## src/rtl/async_fifo_pkg.sv

```systemverilog
// ---------------------------------------------------------------------------
// async_fifo_pkg
// Shared types and default constants for the async FIFO read-side logic.
//   drain_state_t      : read-drain FSM states
//   DEFAULT_DATA_WIDTH : word width of the FIFO read port
//   DEFAULT_OUT_DEPTH  : entries in the drain output queue
//   DEFAULT_CNT_WIDTH  : width of the debug counters
// ---------------------------------------------------------------------------
package async_fifo_pkg;

  typedef enum logic [1:0] {IDLE, RUN, FLUSH} drain_state_t;

  localparam int unsigned DEFAULT_DATA_WIDTH = 8;
  localparam int unsigned DEFAULT_OUT_DEPTH  = 2;
  localparam int unsigned DEFAULT_CNT_WIDTH  = 16;

endpackage

```

## src/rtl/drain_out_queue.sv

```systemverilog
// ---------------------------------------------------------------------------
// drain_out_queue
// Small circular buffer that absorbs words returned by the FIFO and holds
// them until the downstream stream accepts them.
//   clk_i       : clock
//   rst_i       : synchronous active-high reset, empties the queue
//   clear_i     : synchronous clear, empties the queue (wins over push/pop)
//   push_i      : write push_data_i at the tail
//   push_data_i : word to enqueue
//   pop_i       : remove the head word (ignored when empty)
//   count_o     : number of stored words, clog2(OUT_DEPTH)+1 bits
//   head_o      : head word, all zeros when the queue is empty
// ---------------------------------------------------------------------------
module drain_out_queue
  import async_fifo_pkg::*;
#(
  parameter int unsigned DATA_WIDTH = DEFAULT_DATA_WIDTH,
  parameter int unsigned OUT_DEPTH  = DEFAULT_OUT_DEPTH
) (
  input  logic                           clk_i,
  input  logic                           rst_i,
  input  logic                           clear_i,
  input  logic                           push_i,
  input  logic [DATA_WIDTH-1:0]          push_data_i,
  input  logic                           pop_i,
  output logic [$clog2(OUT_DEPTH):0]     count_o,
  output logic [DATA_WIDTH-1:0]          head_o
);

  localparam int unsigned PTR_W = $clog2(OUT_DEPTH);
  localparam int unsigned CNT_W = PTR_W + 1;

  logic [DATA_WIDTH-1:0] mem_q [OUT_DEPTH];
  logic [PTR_W-1:0]      wr_ptr_q, wr_ptr_d;
  logic [PTR_W-1:0]      rd_ptr_q, rd_ptr_d;
  logic [CNT_W-1:0]      count_q, count_d;
  logic                  empty;
  logic                  full;
  logic                  push_ok;
  logic                  pop_ok;

  assign empty   = (count_q == '0);
  assign full    = (count_q == CNT_W'(OUT_DEPTH));
  assign pop_ok  = pop_i && !empty;
  // A full queue may still accept a push when the head leaves on the same edge.
  assign push_ok = push_i && (!full || pop_ok);

  // Pointers are PTR_W bits wide and OUT_DEPTH is a power of two, so the
  // increment wraps modulo OUT_DEPTH on its own.
  always_comb begin
    wr_ptr_d = wr_ptr_q;
    rd_ptr_d = rd_ptr_q;
    count_d  = count_q;
    if (push_ok) begin
      wr_ptr_d = wr_ptr_q + 1'b1;
    end
    if (pop_ok) begin
      rd_ptr_d = rd_ptr_q + 1'b1;
    end
    unique case ({push_ok, pop_ok})
      2'b10:   count_d = count_q + 1'b1;
      2'b01:   count_d = count_q - 1'b1;
      default: count_d = count_q;
    endcase
  end

  always_ff @(posedge clk_i) begin
    if (rst_i || clear_i) begin
      wr_ptr_q <= '0;
      rd_ptr_q <= '0;
      count_q  <= '0;
    end else begin
      wr_ptr_q <= wr_ptr_d;
      rd_ptr_q <= rd_ptr_d;
      count_q  <= count_d;
    end
  end

  // Storage needs no reset: count_q gates every read of it.
  always_ff @(posedge clk_i) begin
    if (push_ok && !rst_i && !clear_i) begin
      mem_q[wr_ptr_q] <= push_data_i;
    end
  end

  assign count_o = count_q;
  assign head_o  = empty ? '0 : mem_q[rd_ptr_q];

endmodule

```

## src/rtl/async_fifo_read_drain.sv

```systemverilog
// ---------------------------------------------------------------------------
// async_fifo_read_drain
// Read-side consumer of the async FIFO (read_clk domain). Pops the FIFO while
// the output queue has credit, absorbs the FIFO's one-cycle read latency and
// presents the words on a valid/ready stream. A flush discards everything in
// the FIFO and reports how many words were thrown away.
//   read_clk    : clock
//   read_rst    : synchronous active-high reset
//   read_en     : FIFO pop strobe
//   read_data   : FIFO word, valid one cycle after an accepted pop
//   read_empty  : FIFO empty flag
//   enable      : level, 1 = drain FIFO into the stream
//   flush_req   : pulse, discard FIFO contents
//   flush_done  : pulse, flush finished
//   m_valid     : stream word valid
//   m_ready     : stream word accepted
//   m_data      : stream word (0 when nothing is queued)
//   pop_count   : words delivered on the stream, saturating
//   flush_count : words discarded by the last flush, saturating
// ---------------------------------------------------------------------------
module async_fifo_read_drain
  import async_fifo_pkg::*;
#(
  parameter int unsigned DATA_WIDTH = DEFAULT_DATA_WIDTH,
  parameter int unsigned OUT_DEPTH  = DEFAULT_OUT_DEPTH,
  parameter int unsigned CNT_WIDTH  = DEFAULT_CNT_WIDTH
) (
  input  logic                  read_clk,
  input  logic                  read_rst,
  output logic                  read_en,
  input  logic [DATA_WIDTH-1:0] read_data,
  input  logic                  read_empty,
  input  logic                  enable,
  input  logic                  flush_req,
  output logic                  flush_done,
  output logic                  m_valid,
  input  logic                  m_ready,
  output logic [DATA_WIDTH-1:0] m_data,
  output logic [CNT_WIDTH-1:0]  pop_count,
  output logic [CNT_WIDTH-1:0]  flush_count
);

  localparam int unsigned QCW = $clog2(OUT_DEPTH) + 1;

  drain_state_t         state_q, state_d;
  logic                 inflight_q;
  logic [QCW-1:0]       q_count;
  logic [QCW-1:0]       credit_sum;
  logic                 flush_entry;
  logic                 q_push;
  logic                 xfer;
  logic [CNT_WIDTH-1:0] pop_count_q, pop_count_d;
  logic [CNT_WIDTH-1:0] flush_count_q, flush_count_d;

  // -------------------------------------------------------------------------
  // FSM next state and FIFO strobe
  // -------------------------------------------------------------------------
  always_comb begin
    state_d     = state_q;
    read_en     = 1'b0;
    flush_done  = 1'b0;
    flush_entry = 1'b0;
    // Queued words plus the word still returning from the FIFO must fit the
    // queue, so a pop is only issued while that sum leaves a free slot.
    credit_sum  = q_count + QCW'(inflight_q);
    unique case (state_q)
      IDLE: begin
        if (flush_req) begin
          state_d     = FLUSH;
          flush_entry = 1'b1;
        end else if (enable) begin
          state_d = RUN;
        end
      end
      RUN: begin
        read_en = !read_empty && (credit_sum < QCW'(OUT_DEPTH));
        if (flush_req) begin
          state_d     = FLUSH;
          flush_entry = 1'b1;
        end else if (!enable) begin
          state_d = IDLE;
        end
      end
      FLUSH: begin
        read_en = !read_empty;
        // Done only once the last popped word has come back and been counted.
        if (read_empty && !inflight_q) begin
          state_d    = IDLE;
          flush_done = 1'b1;
        end
      end
      default: state_d = IDLE;
    endcase
  end

  // -------------------------------------------------------------------------
  // Output queue
  // -------------------------------------------------------------------------
  assign q_push  = inflight_q && (state_q != FLUSH);
  assign m_valid = (q_count != '0);
  assign xfer    = m_valid && m_ready;

  drain_out_queue #(
    .DATA_WIDTH (DATA_WIDTH),
    .OUT_DEPTH  (OUT_DEPTH)
  ) u_out_queue (
    .clk_i       (read_clk),
    .rst_i       (read_rst),
    .clear_i     (flush_entry),
    .push_i      (q_push),
    .push_data_i (read_data),
    .pop_i       (xfer),
    .count_o     (q_count),
    .head_o      (m_data)
  );

  // -------------------------------------------------------------------------
  // Debug counters
  // -------------------------------------------------------------------------
  always_comb begin
    pop_count_d   = pop_count_q;
    flush_count_d = flush_count_q;
    if (xfer && (pop_count_q != '1)) begin
      pop_count_d = pop_count_q + 1'b1;
    end
    if (flush_entry) begin
      // A word returning on the entry edge is dropped by the queue clear,
      // so it is the first one this flush counts.
      flush_count_d = CNT_WIDTH'(inflight_q);
    end else if ((state_q == FLUSH) && inflight_q && (flush_count_q != '1)) begin
      flush_count_d = flush_count_q + 1'b1;
    end
  end

  always_ff @(posedge read_clk) begin
    if (read_rst) begin
      state_q       <= IDLE;
      inflight_q    <= 1'b0;
      pop_count_q   <= '0;
      flush_count_q <= '0;
    end else begin
      state_q       <= state_d;
      inflight_q    <= read_en;
      pop_count_q   <= pop_count_d;
      flush_count_q <= flush_count_d;
    end
  end

  assign pop_count   = pop_count_q;
  assign flush_count = flush_count_q;

endmodule
```

## config.mk

```make
export PLATFORM = sky130hd
export DESIGN_NAME = async_fifo_read_drain
export DESIGN_NICKNAME = d
export VERILOG_FILES = /design/src/rtl/async_fifo_pkg.sv /design/src/rtl/drain_out_queue.sv /design/src/rtl/async_fifo_read_drain.sv
export SDC_FILE = /design/constraint.sdc
export NUM_CORES = 1
export LEC_CHECK = 0
export BUFFER_PORTS_ARGS = -buffer_cell sky130_fd_sc_hd__buf_4
export CAP_MARGIN = 20
export CORE_MARGIN = 1.5
export CORE_UTILIZATION = 45
export DETAILED_ROUTE_END_ITERATION = 8
export PLACE_DENSITY = 0.68
export SETUP_SLACK_MARGIN = 0.3
export SLEW_MARGIN = 15
export SYNTH_ARGS = -nofsm -noshare
export SYNTH_HDL_FRONTEND = slang
export SYNTH_SLANG_ARGS = --single-unit
```

## constraint.sdc

```tcl
create_clock -name read_clk -period 3.6 [get_ports read_clk]
set_input_delay 0.72 -clock read_clk [delete_from_list [all_inputs] [get_ports read_clk]]
set_output_delay 0.72 -clock read_clk [all_outputs]
set_load 0.005 [all_outputs]
```

==> results.sh, run 1 <==
export IMPL_outcome="complete, no violations"
export IMPL_drc=0
export IMPL_skew_ns=0.00411
export IMPL_preCtsSetupSlack_ns=1.21
export IMPL_global_route_wire_length_before_repair_mm=9.22
export IMPL_r2r_slack_ns=1.24
export IMPL_postSynthAreaPerCell_sq_um=9.52
export IMPL_fin_crit_sh=0.655
export IMPL_vias=2325
export IMPL_largest_delay_share_family_worst_path="simple AND/OR/NAND/NOR gates"
export IMPL_dp_hpwl_mm=4.03
export IMPL_gp_congestion=0.726
export IMPL_antenna_found_initial=0
export IMPL_crit_path_start="state_q[1]"
export IMPL_slew_headroom=0.463
export IMPL_insertedDiodeCount=0
export IMPL_final_core_util=0.560
export IMPL_core_rowCount=28
export IMPL_max_clock_path_buffers=2
export IMPL_cp_start_kind="register"
export IMPL_timing_worst_slew_pin_value_ns=0.805
export IMPL_syn_num_nets=305
export IMPL_grt_overflow_total=0
export IMPL_port_buffers=56
export IMPL_ctsRootBufferMaster="sky130_fd_sc_hd__clkbuf_8"
export IMPL_drtPass1Iterations=4
export IMPL_cts_inserted_buffers=5
export IMPL_area_growth_pct=21.4
export IMPL_overall_power_after_layout_uw=1070
export IMPL_die_h_microns=80.6
export IMPL_clk_insertion_delay_late_ns=0.31
export IMPL_endpoint_kind="register"
export IMPL_grt_start_max_net_pins=24
export IMPL_gr_usage_total=0.182
export IMPL_drive_gt1_frac=0.227
export IMPL_hold_vio_cnt_final=0
export IMPL_fp_coreArea_sq_um=5890
export IMPL_clkTransAtPathRegs_ns=0.10
export IMPL_async_flop_share=0
export IMPL_routed_wire_length_per_instance_microns=13.8
export IMPL_cts_repair_timing_setup_buffer_count=0
export IMPL_ys_flop_type="sky130_fd_sc_hd__dfxtp_1"
export IMPL_period_needed_ns=2.36
export IMPL_static_leakage_power_uw=0.00112
export IMPL_worstHoldStart="state_q[0]"
export IMPL_cp_slowest_cell="sky130_fd_sc_hd__nand2b_1"
export IMPL_setup_repair_after_global_routing_missed_its_margin="no"
export IMPL_crit_required_ns=3.63
export IMPL_synthCells=285
export IMPL_cts_tree="built"
export IMPL_final_fill_count=556
export IMPL_grt_pass1_vias=2027
export IMPL_setup_viol=0
export IMPL_r2r_start="state_q[1]"
export IMPL_fin_nets=358
export IMPL_fin_setup_tns_ns=0
export IMPL_max_cap_violations=0
export IMPL_yosysWarningCount=0
export IMPL_antenna_left=0
export IMPL_synth_seq_area_share=0.472
export IMPL_synth_seq_cells=56
export IMPL_io_pin_count=57
export IMPL_power_density_cell_area_nw_per_um2=324
export IMPL_initial_utilization=0.461
export IMPL_crit_chain="inv_1, ha_1, o21ai_0, nand2b_1, nor3_1, buf_4"
export IMPL_die_x_microns=80.6
export IMPL_total_of_cells_resized_after_clock_tree_synthesis=0
export IMPL_synth_enable_flop_cells=16
export IMPL_critPathArrivalTime_ns=2.39
export IMPL_synth_area_sq_um=2710
export IMPL_fmax_ghz=0.424
export IMPL_critical_path_class="reg2reg"
export IMPL_die_area_sq_um=6500
export IMPL_ys_types=47
export IMPL_report_final_slew_viol_count=0
export IMPL_hold_path_class="reg2reg"
export IMPL_cts_sinks=56
export IMPL_worst_hold_margin_ns=0.487
export IMPL_ir_worst_vdd_mv=0.153
export IMPL_wl_mm=5.71
export IMPL_crit_buf_inv=2
export IMPL_cp_max_fo=21
export IMPL_cts_htree_levels=2
export IMPL_vias_per_cell=5.62
export IMPL_worst_path_setup_slack_after_routing_ns=1.24
export IMPL_first_iter_violations=126
export IMPL_hold_buffers=0
export IMPL_critPathMaxStageDelay_ns=0.52
cell usage in the layout (no fill, tap or decap), drive strengths merged, types with 2 or more instances in the layout:
| cell | netlist | layout |
|---|---|---|
| o41ai | 4 | 4 |
| edfxtp | 16 | 16 |
| ha | 6 | 6 |
| nor4 | 3 | 3 |
| mux2i | 9 | 9 |
| buf | 5 | 59 |
| dfxtp | 40 | 40 |
| inv | 9 | 9 |
| a31oi | 2 | 2 |
| clkinvlp | 0 | 2 |
| xor2 | 2 | 2 |
| or4 | 13 | 13 |
| o21bai | 2 | 2 |
| a21oi | 31 | 31 |
| nor2b | 3 | 3 |
| nor2 | 22 | 22 |
| a211oi | 3 | 3 |
| nand2b | 5 | 5 |
| nor3 | 2 | 2 |
| o31ai | 12 | 12 |
| nand3 | 6 | 6 |
| and2 | 4 | 4 |
| o21ai | 17 | 17 |
| nand4 | 13 | 13 |
| xnor2 | 4 | 4 |
| clkbuf | 8 | 5 |
| or3 | 15 | 15 |
| and4 | 3 | 3 |
| and3 | 2 | 2 |
| nand2 | 14 | 14 |
Yosys cell counts, drive strengths merged, types with 6 or more instances:
| cell type | n | area (sq um) |
|---|---|---|
| a21oi | 31 | 155 |
| clkbuf | 8 | 31.3 |
| dfxtp | 40 | 801 |
| edfxtp | 16 | 480 |
| ha | 6 | 75.1 |
| inv | 9 | 33.8 |
| mux2i | 9 | 90.1 |
| nand2 | 14 | 52.6 |
| nand3 | 6 | 40.0 |
| nand4 | 13 | 87.6 |
| nor2 | 22 | 82.6 |
| o21ai | 17 | 85.1 |
| o31ai | 12 | 90.1 |
| or3 | 15 | 93.8 |
| or4 | 13 | 101 |
power by group:
group	internal [uW]	switching [uW]	leakage, uW
Combinational	29.0	37.4	0.000618
Sequential	651	5.09	0.000466
Clock	138	207	0.0000404
area by class of cell:
type                       count  area, sq um  share of cell area
tap                           75         93.8              0.0285
timing repair buffer          59          443               0.134
clock buffer                   5         68.8              0.0209
clock inverter                 3         23.8             0.00722
inverter                       9         33.8              0.0103
multi-input combinational    207         1350               0.410
sequential                    56         1280               0.389
per-layer routing:
metal	global-route usage	wire, microns	part of all wire
met5	0	0	0
met4	0.0586	44	0.0077
met3	0.0398	243	0.043
met2	0.293	2650	0.46
met1	0.240	2770	0.49
state kept, by name, summed over array words and instances, names as in the netlist, named ones only:
name and count:
state_q 2, u_out_queue.count_o 2, u_out_queue.rd_ptr_q 1, inflight_q 1
u_out_queue.mem_q 16, flush_count 16, pop_count 16, u_out_queue.wr_ptr_q 1
through the flow:
| stage | instances | area [sq um] |
|---|---|---|
| final | 414 | 3290 |
| after global routing | 414 | 3290 |
| after CTS | 414 | 3290 |
| after detailed placement | 406 | 3200 |
| after global placement | 406 | 3200 |
| after floorplan | 285 | 2710 |
tightest hold or removal path: cells and delay by family (launching register included):
| family | cells | cell delay (ns) |
|---|---|---|
| DFF | 1 | 0.34 |
| and+or+nand+nor | 1 | 0.06 |
| AOI/OAI and AO/OA | 1 | 0.06 |
cells by family after synthesis:
logic type	share of synthesized area
xor+xnor	0.0194
compound gates	0.185
fa+ha+maj	0.0277
mux	0.0332
flops	0.472
buf+inv	0.0327
simple gates	0.230
worst paths after layout:
check,to,cells past startpoint
max,u_out_queue.mem_q[0][4],6
min,state_q[0],2
max reg2reg,u_out_queue.mem_q[0][4],6
min reg2reg,state_q[0],2
No activity file was read; power rests on OpenSTA's default activity.
==> inputs of run 2 (changes only) <==
--- a/config.mk
+++ b/config.mk
@@ -5,12 +5,13 @@
 export SDC_FILE = /design/constraint.sdc
 export NUM_CORES = 1
 export LEC_CHECK = 0
+export ABC_AREA = 1
 export BUFFER_PORTS_ARGS = -buffer_cell sky130_fd_sc_hd__buf_4
 export CAP_MARGIN = 20
 export CORE_MARGIN = 1.5
 export CORE_UTILIZATION = 45
 export DETAILED_ROUTE_END_ITERATION = 8
-export PLACE_DENSITY = 0.68
+export PLACE_DENSITY = 0.7
 export SETUP_SLACK_MARGIN = 0.3
 export SLEW_MARGIN = 15
 export SYNTH_ARGS = -nofsm -noshare
==> constraint.sdc (replaced) <==
create_clock -name read_clk -period 2 [get_ports read_clk]
set_input_delay 0.4 -clock read_clk [delete_from_list [all_inputs] [get_ports read_clk]]
set_output_delay 0.4 -clock read_clk [all_outputs]
set_load 0.005 [all_outputs]
==> results.sh, run 2 <==
export IMPL_outcome="complete, no violations"
export IMPL_async_flop_share=0
export IMPL_r2r_cells=8
export IMPL_period_needed_ns=1.72
export IMPL_crit_chain="inv_4, ha_4, inv_2, nor3_4, buf_4"
export IMPL_grt_pass1_vias=2429
export IMPL_max_clock_path_buffers=2
export IMPL_cp_start_kind="register"
export IMPL_slew_headroom=0.726
export IMPL_grt_start_max_net_pins=22
export IMPL_die_area_sq_um=7070
export IMPL_met3WireLength_microns=269
export IMPL_die_h_microns=84.1
export IMPL_crit_path_start="state_q[1]"
export IMPL_static_leakage_power_uw=0.00162
export IMPL_cp_max_fo=3
export IMPL_gr_usage_total=0.184
export IMPL_wl_mm=6.39
export IMPL_setup_viol=0
export IMPL_clk_insertion_delay_late_ns=0.31
export IMPL_power_density_cell_area_nw_per_um2=607
export IMPL_crit_reg2reg_capture="u_out_queue.count_o[1]"
export IMPL_met2RoutedLength_mm=3.09
export IMPL_endpoint_kind="primary output"
export IMPL_hold_path_class="in2reg"
export IMPL_final_core_util=0.592
export IMPL_layout_cells_most_common="sky130_fd_sc_hd__nand2_1"
export IMPL_synth_top_cells_by_area="sky130_fd_sc_hd__dfxtp_1, sky130_fd_sc_hd__edfxtp_1, sky130_fd_sc_hd__nand2_1, sky130_fd_sc_hd__nor2_1, sky130_fd_sc_hd__a21oi_1"
export IMPL_cts_htree_levels=2
export IMPL_muxShareOfSynthArea=0
export IMPL_fmax_ghz=0.580
export IMPL_skew_ns=0.00586
export IMPL_routed_wire_length_per_instance_microns=11.8
export IMPL_timing_worst_slew_pin_value_ns=0.410
export IMPL_ir_worst_vdd_mv=0.352
export IMPL_synth_seq_area_share=0.433
export IMPL_fp_coreArea_sq_um=6350
export IMPL_synthCells=397
export IMPL_port_buffers=56
export IMPL_synth_top_cells_by_count="sky130_fd_sc_hd__nand2_1, sky130_fd_sc_hd__nor2_1, sky130_fd_sc_hd__dfxtp_1"
export IMPL_highest_count_cells_in_the_layout_ignoring_fill_and_taps="sky130_fd_sc_hd__nand2_1, sky130_fd_sc_hd__nor2_1, sky130_fd_sc_hd__buf_4"
export IMPL_hold_vio_cnt_final=0
export IMPL_synth_compound_area_frac=0.0808
export IMPL_syn_num_nets=417
export IMPL_area_growth_pct=27.0
export IMPL_cp_slowest_cell="sky130_fd_sc_hd__dfxtp_4"
export IMPL_vias=2661
export IMPL_insertedDiodeCount=0
export IMPL_postSynthAreaPerCell_sq_um=7.45
export IMPL_io_pin_count=57
export IMPL_synth_most_common_cell="sky130_fd_sc_hd__nand2_1"
export IMPL_report_final_slew_viol_count=0
export IMPL_critPathArrivalTime_ns=1.32
export IMPL_worstSetupEndpoint="read_en"
export IMPL_gp_congestion=0.815
export IMPL_crit_required_ns=1.60
export IMPL_routed_top_layer="met4"
export IMPL_ys_types=32
export IMPL_max_cap_violations=0
export IMPL_antenna_found_initial=0
export IMPL_cts_inserted_buffers=5
export IMPL_critical_path_class="reg2out"
export IMPL_dp_hpwl_mm=4.74
export IMPL_min_path_cells=1
export IMPL_largest_family_of_logic_cells_by_synthesized_area="simple AND/OR/NAND/NOR gates"
export IMPL_synthDominantCellAreaShare=0.271
export IMPL_fin_crit_sh=0.862
export IMPL_r2r_slack_ns=0.38
export IMPL_critPathMaxStageDelay_ns=0.39
export IMPL_drtPass1Iterations=4
export IMPL_vias_per_cell=4.94
export IMPL_wl_met1_mm=2.97
export IMPL_drive_gt1_frac=0.264
export IMPL_die_x_microns=84.1
export IMPL_post_synth_and_or_nand_nor_area_fraction=0.382
export IMPL_first_iter_violations=123
export IMPL_initial_utilization=0.466
export IMPL_cts_tree="built"
export IMPL_fin_nets=481
export IMPL_worst_hold_margin_ns=0.275
export IMPL_cts_sinks=56
export IMPL_yosysWarningCount=0
export IMPL_antenna_left=0
export IMPL_core_rowCount=29
export IMPL_fin_setup_tns_ns=0
export IMPL_r2r_start="u_out_queue.count_o[1]"
export IMPL_synthXorXnorAreaFrac=0.0118
export IMPL_global_route_wire_length_before_repair_mm=10.7
export IMPL_ys_flop_type="sky130_fd_sc_hd__dfxtp_1"
export IMPL_clkTransAtPathRegs_ns=0.10
export IMPL_synth_area_sq_um=2960
export IMPL_synth_fa_ha_area_frac=0.0254
export IMPL_ctsRootBufferMaster="sky130_fd_sc_hd__clkbuf_8"
export IMPL_synth_seq_cells=56
export IMPL_final_fill_count=553
export IMPL_grt_overflow_total=0
export IMPL_synth_area_leader_cell="sky130_fd_sc_hd__dfxtp_1"
export IMPL_drc=0
export IMPL_setup_repair_after_global_routing_missed_its_margin="yes"
export IMPL_synth_enable_flop_cells=16
[run 2: area by class of cell]
| cell class | count | area, sq um | share of cell area |
|---|---|---|---|
| Tap cell | 77 | 96.3 | 0.0256 |
| Inverter | 39 | 159 | 0.0423 |
| Clock inverter | 3 | 47.5 | 0.0127 |
| Multi-Input combinational cell | 295 | 1590 | 0.423 |
| Clock buffer | 5 | 68.8 | 0.0183 |
| Timing Repair Buffer | 64 | 493 | 0.131 |
| Sequential cell | 56 | 1300 | 0.346 |
[run 2: how the worst min path moves through the flow]
stage	end	startpoint	slack (ns)
3_5_place_dp	u_out_queue.wr_ptr_q	u_out_queue.wr_ptr_q	0.46
2_1_floorplan	u_out_queue.wr_ptr_q	u_out_queue.wr_ptr_q	0.44
4_1_cts	inflight_q	read_empty	0.26
3_3_place_gp	u_out_queue.wr_ptr_q	u_out_queue.wr_ptr_q	0.46
5_1_grt	u_out_queue.mem_q[1][7]	read_data[7]	0.26
6_report	u_out_queue.mem_q[0][0]	read_data[0]	0.27
[run 2: kinds of logic after synthesis]
family	Yosys count
flip-flops	56
AO/OA/AOI/OAI	45
adder cells (fa/ha/maj)	6
XOR/XNOR	4
AND/OR/NAND/NOR	239
buffers and inverters	47
[run 2: metal layers]
layer	vias up	track usage
met1	1192	0.245
met4	0	0.0507
met3	6	0.0336
met2	58	0.307
li1	1405	-
met5	-	0
[run 2: power breakdown]
part / internal, uW / total [uW] / switching (uW)
Sequential: 1180 / 1210 / 24.4
Clock: 377 / 745 / 368
Combinational: 143 / 325 / 182
[run 2: through the flow]
step                      power (uW)  cells  area (sq um)  setup WS (ns)
final                           2280    539          3760          0.275
after global routing            2400    539          3760          0.214
after CTS                       2260    535          3680          0.204
after detailed placement        1460    523          3450          0.177
after global placement          1450    523          3450          0.252
after floorplan                 1380    397          2970          0.337
[run 2: critical path, delay by kind of cell, from the launching register on]
family | cells | cell delay, ns
flops | 1 | 0.39
fa+ha+maj | 1 | 0.26
buf+inv | 3 | 0.22
simple gates | 1 | 0.15
[run 2: repair_timing]
item                                    in CTS  in global routing
pin swaps                                    5                  6
hold buffers                                 0                  0
endpoints found under the setup margin      27                 25
setup buffers                                4                  3
gates resized for setup                     24                 12
cloned                                       0                  1
